<file path="src/rtl/fpnew_result_boxer.sv">
// fpnew_result_boxer
//   Output stage for the FMA result path. Each accepted result is classified,
//   optionally canonicalized to the quiet NaN, NaN-boxed to 64 bits and held
//   in a 2-entry skid buffer. The outputs come straight from the head entry's
//   flops, and in_ready_o comes only from buffer state.
//
// Ports
//   clk_i         clock, rising edge
//   rst_ni        asynchronous active-low reset
//   flush_i       synchronous flush of both buffer entries
//   in_valid_i    upstream result valid
//   in_ready_o    stage can accept a result (no path from out_ready_i)
//   in_result_i   packed {sign, exponent, mantissa} in FpFormat
//   in_tag_i      sideband tag
//   out_valid_o   head entry valid
//   out_ready_i   consumer accepts the head entry
//   out_result_o  64-bit boxed result
//   out_class_o   {is_nan, is_snan, is_inf, is_zero} of the original input
//   out_tag_o     tag paired with out_result_o
//
// FpFormat follows the fpnew encoding:
//   0 FP32, 1 FP64, 2 FP16, 3 FP8, 4 FP16ALT.
module fpnew_result_boxer #(
  parameter int unsigned FpFormat = 0,
  parameter logic        NanBox   = 1'b1,
  parameter logic        CanonNaN = 1'b1,
  parameter int unsigned TagWidth = 4,
  localparam int unsigned EXP_BITS = (FpFormat == 1) ? 11 :
                                     (FpFormat == 2) ? 5  :
                                     (FpFormat == 3) ? 5  :
                                     (FpFormat == 4) ? 8  : 8,
  localparam int unsigned MAN_BITS = (FpFormat == 1) ? 52 :
                                     (FpFormat == 2) ? 10 :
                                     (FpFormat == 3) ? 2  :
                                     (FpFormat == 4) ? 7  : 23,
  localparam int unsigned WIDTH    = 1 + EXP_BITS + MAN_BITS
) (
  input  logic                clk_i,
  input  logic                rst_ni,
  input  logic                flush_i,
  input  logic                in_valid_i,
  output logic                in_ready_o,
  input  logic [WIDTH-1:0]    in_result_i,
  input  logic [TagWidth-1:0] in_tag_i,
  output logic                out_valid_o,
  input  logic                out_ready_i,
  output logic [63:0]         out_result_o,
  output logic [3:0]          out_class_o,
  output logic [TagWidth-1:0] out_tag_o
);

  logic [EXP_BITS-1:0] exponent;
  logic [MAN_BITS-1:0] mantissa;
  logic                exp_ones, man_zero;
  logic                is_nan, is_snan, is_inf, is_zero;
  logic [3:0]          in_class;
  logic [WIDTH-1:0]    payload;
  logic [63:0]         in_boxed;

  assign exponent = in_result_i[WIDTH-2 -: EXP_BITS];
  assign mantissa = in_result_i[MAN_BITS-1:0];
  assign exp_ones = &exponent;
  assign man_zero = ~|mantissa;

  assign is_nan   = exp_ones & ~man_zero;
  assign is_snan  = is_nan & ~mantissa[MAN_BITS-1];
  assign is_inf   = exp_ones & man_zero;
  assign is_zero  = (exponent == '0) & man_zero;
  assign in_class = {is_nan, is_snan, is_inf, is_zero};

  // Canonical quiet NaN: positive sign, all-ones exponent, only the quiet bit set.
  localparam logic [WIDTH-1:0] CANON_QNAN =
      {1'b0, {EXP_BITS{1'b1}}, 1'b1, {(MAN_BITS-1){1'b0}}};

  assign payload = (CanonNaN && is_nan) ? CANON_QNAN : in_result_i;

  // The boxed value is stored whole so that reset-cleared entries read as 0
  // even when NanBox would fill the upper bits with ones.
  if (WIDTH < 64) begin : g_box
    assign in_boxed = {{(64-WIDTH){NanBox}}, payload};
  end else begin : g_nobox
    assign in_boxed = payload;
  end

  logic                e0_valid, e1_valid;
  logic [63:0]         e0_result, e1_result;
  logic [3:0]          e0_class, e1_class;
  logic [TagWidth-1:0] e0_tag, e1_tag;
  logic                push, pop;

  assign in_ready_o   = ~e1_valid;
  assign out_valid_o  = e0_valid;
  assign out_result_o = e0_result;
  assign out_class_o  = e0_class;
  assign out_tag_o    = e0_tag;

  assign push = in_valid_i & in_ready_o;
  assign pop  = e0_valid & out_ready_i;

  always_ff @(posedge clk_i or negedge rst_ni) begin
    if (!rst_ni) begin
      e0_valid  <= 1'b0;
      e1_valid  <= 1'b0;
      e0_result <= '0;
      e1_result <= '0;
      e0_class  <= '0;
      e1_class  <= '0;
      e0_tag    <= '0;
      e1_tag    <= '0;
    end else if (flush_i) begin
      // Flush beats push; any pop this cycle was already seen by the consumer.
      e0_valid <= 1'b0;
      e1_valid <= 1'b0;
    end else if (e1_valid) begin
      // Full: no push can happen, only a shift down on pop.
      if (pop) begin
        e0_result <= e1_result;
        e0_class  <= e1_class;
        e0_tag    <= e1_tag;
        e1_valid  <= 1'b0;
      end
    end else if (e0_valid) begin
      if (push && pop) begin
        e0_result <= in_boxed;
        e0_class  <= in_class;
        e0_tag    <= in_tag_i;
      end else if (push) begin
        e1_result <= in_boxed;
        e1_class  <= in_class;
        e1_tag    <= in_tag_i;
        e1_valid  <= 1'b1;
      end else if (pop) begin
        e0_valid <= 1'b0;
      end
    end else if (push) begin
      e0_result <= in_boxed;
      e0_class  <= in_class;
      e0_tag    <= in_tag_i;
      e0_valid  <= 1'b1;
    end
  end

endmodule

</file>
<file path="config.mk">
export PLATFORM = sky130hd
export DESIGN_NAME = fpnew_result_boxer
export DESIGN_NICKNAME = d
export VERILOG_FILES = /design/src/rtl/fpnew_result_boxer.sv
export SDC_FILE = /design/constraint.sdc
export NUM_CORES = 1
export LEC_CHECK = 0
export CAP_MARGIN = 40
export CORE_MARGIN = 5
export CORE_UTILIZATION = 50
export CTS_CLUSTER_SIZE = 14
export DETAILED_ROUTE_END_ITERATION = 12
export DONT_BUFFER_PORTS = 1
export SYNTH_ARGS = -nofsm -noshare
export SYNTH_HDL_FRONTEND = slang
export SYNTH_SLANG_ARGS = --single-unit
</file>
<file path="constraint.sdc">
create_clock -name clk_i -period 2.2 [get_ports clk_i]
set_input_delay 0.44 -clock clk_i [delete_from_list [all_inputs] [get_ports clk_i]]
set_output_delay 0.44 -clock clk_i [all_outputs]
set_load 0.005 [all_outputs]
</file>
==> out/qor.csv <==
stage;metric;value;unit
clock_tree;path_clk_slew;0.09;ns
critical_path;reg2reg_depth;5;
sta;max_freq;517;MHz
power_and_ir_drop;peakVddDrop;0.424;mV
cells_and_area;synthToLayoutAreaGrowth;3.36;%
global_route;antenna_found_initial;0;
power_and_ir_drop;pwr_density_cell;903;nW/um^2
global_route;grt_pass1_vias;2744;
clock_tree;clock_sinks;84;
synth;yosys_warnings;0;
critical_path;crit_path_end_kind;flop;
placed_design;gp_congestion;0.791;
outcome;run_status;complete, but fails checks;
routing;wl;8.76;mm
synth;syn_avg_cell_area;9.67;sq um
floorplanning;io_pins;115;
clock_tree;postCtsSetupRepairBufs;0;
critical_path;reg2reg_slack;0.27;ns
critical_path;cp_max_fo;20;
clock_tree;clock_path_buffers;2;
critical_path;timing.critical_path.from;e1_valid;
outcome;violations;negative hold slack;
floorplanning;rows;32;
critical_path;arrival;2.18;ns
global_route;grt_usage;18.4;%
critical_path;worstSetupPathType;reg -> reg;
synth;synth_edf_count;0;
sta;whs;-0.225;ns
synth;synth_top_flop_cell;dfrtp_1;
sta;fin_setup_tns;0;ns
clock_tree;ctsResizeCount;0;
floorplanning;core_area;7770;sq um
synth;synth_nets;457;
sta;period_needed;1.93;ns
routing;viasPerCell;5.46;
global_route;grt_overflow;0;
placed_design;io_buffers;0;
power_and_ir_drop;power.leakage;1.75;nW
clock_tree;cts-buffers-inserted;9;
synth;async_flop_share;100;%
sta;setup_violations;0;
clock_tree;cts-htree-levels;3;
critical_path;r2r_start;e1_valid;
clock_tree;cts_tree;done;
sta;rsz0062_at_grt;no;
global_route;grt_max_degree;85;
sta;worstMarginPinSlew;0.467;ns
run;maxCapViolCount;0;
floorplanning;die_area;9940;sq um
synth;synth_cells;416;
cells_and_area;final_nets;426;
floorplanning;die_w;99.7;microns
sta;hold_violations;84;
routing;vias;2688;
routing;route.detailed.drc;0;
floorplanning;die_y;99.7;microns
power_and_ir_drop;finalPower;3.75;mW
sta;fin_skew;0.00958;ns
critical_path;start_kind;flop;
global_route;grt_pass1_wl;14.5;mm
sta;max-slew-margin-rel;68.6;%
synth;ys_types;34;
clock_tree;cts_root_buffer;clkbuf_8;
clock_tree;clk_latency;0.35;ns
cells_and_area;fillerInstances;732;
floorplanning;start_util;51.8;%
routing;dr.pass1.iters;6;
sta;drv_slew;0;
routing;wl_per_cell;17.8;microns
critical_path;r2r_end;out_class_o[1];
worst_hold_path;holdCritPathClass;in -> async;
synth;netlist_area;4020;sq um
synth;ys_seq_area_share;52.3;%
routing;first_iter_violations;129;
cells_and_area;antennaDiodeCount;0;
placed_design;post-dp-hpwl;6.01;mm
routing;drtAntennaViolNets;0;
critical_path;required;2.45;ns
cells_and_area;drive_gt1_share;10.0;%
sta;period_share;87.8;%
synth;ys_seq_elements;84;
critical path: stages (launching register included):
cell and delay, ns:
dfrtp_2 0.52, nor2b_1 0.21, nor4_4 0.42, buf_4 0.32, nand2_1 0.10, o311ai_1 0.25
metrics by stage:
step / cells / area (sq um) / setup WS (ns) / util [%]
global route: 492 / 4160 / 0.145 / 53.5
finish: 492 / 4160 / 0.267 / 53.5
CTS: 492 / 4160 / 0.240 / 53.5
detailed placement: 476 / 3940 / 0.144 / 50.7
floorplan: 416 / 4020 / 0.487 / -
global placement: 476 / 3940 / 0.130 / 50.7
cells in the mapped netlist, types with 2 or more instances:
cell type  instances  area, sq um
nor3_1             2         10.0
dfrtp_1           84         2100
nor2b_1            2         12.5
nor4_1             7         43.8
nor2_1            41          154
mux2i_1           36          360
nor4_4             2         42.5
and3_1             2         12.5
buf_2             17         85.1
a21oi_1           37          185
a211oi_1          23          173
o31ai_1            2         15.0
buf_4             33          248
nand4_1            3         18.8
clkbuf_1           7         26.3
inv_1              3         11.3
o21ai_0            2         10.0
nand2_1           95          357
or4_1              3         22.5
layout make-up:
cell class | count | area, sq um | area share, %
Sequential cell | 84 | 2100 | 50.6
Multi-Input combinational cell | 271 | 1540 | 37.0
Timing Repair Buffer | 16 | 158 | 3.79
Clock buffer | 10 | 128 | 3.07
Tap cell | 102 | 128 | 3.07
Clock inverter | 6 | 88.8 | 2.14
Inverter | 3 | 11.3 | 0.271
state kept, by name, summed over array words and instances, names as in the netlist:
signal,cells
e1_valid,1
out_tag_o,4
out_class_o,4
e1_tag,4
out_valid_o,1
out_result_o,33
e1_class,4
e1_result,33
where the power goes:
group	internal, mW	total [mW]	switching (mW)
Sequential	1.86	2.07	0.215
Combinational	0.233	0.469	0.236
Clock	0.640	1.21	0.571
cell usage in the layout (no fill, tap or decap), drive strengths merged:
cell type / instances
o211a: 1
nand2b: 1
nor2b: 2
nor3: 2
dfrtp: 84
a211o: 1
mux2i: 36
o2111a: 1
clkinvlp: 2
and3: 2
a21oi: 37
a31oi: 1
nor2: 41
or2: 1
clkbuf: 10
nand4: 3
nor4: 9
buf: 16
bufinv: 2
inv: 3
o21ai: 2
a221o: 1
o311ai: 1
a22o: 1
or4: 3
a21o: 1
clkinv: 2
a221oi: 1
o41ai: 1
nand2: 95
nand3: 1
o31ai: 2
nand3b: 1
a211oi: 23
routing by layer:
layer,vias up,wire (microns),GRT usage (%)
met5,-,0,0
met4,0,109,6.30
met3,10,712,5.89
met2,76,3880,27.0
met1,1271,4060,25.7
li1,1331,-,-
worst max path at each step:
stage | endpoint | slack, ns | cells after the start
after floorplan | e1_result[10] | 0.49 | 6
after global placement | e1_result[7] | 0.13 | 5
after detailed placement | e1_result[8] | 0.14 | 5
after CTS | out_class_o[1] | 0.24 | 5
after global routing | out_class_o[1] | 0.14 | 5
final | out_class_o[1] | 0.27 | 5
cell families after synthesis:
logic type             after synthesis  share of synthesized area [%]
AO/OA/AOI/OAI                       74                           11.9
buffers and inverters               61                           9.49
flip-flops                          84                           52.3
multiplexers                        36                           8.96
AND/OR/NAND/NOR                    161                           17.4
Power figures use the tool's default switching activity.
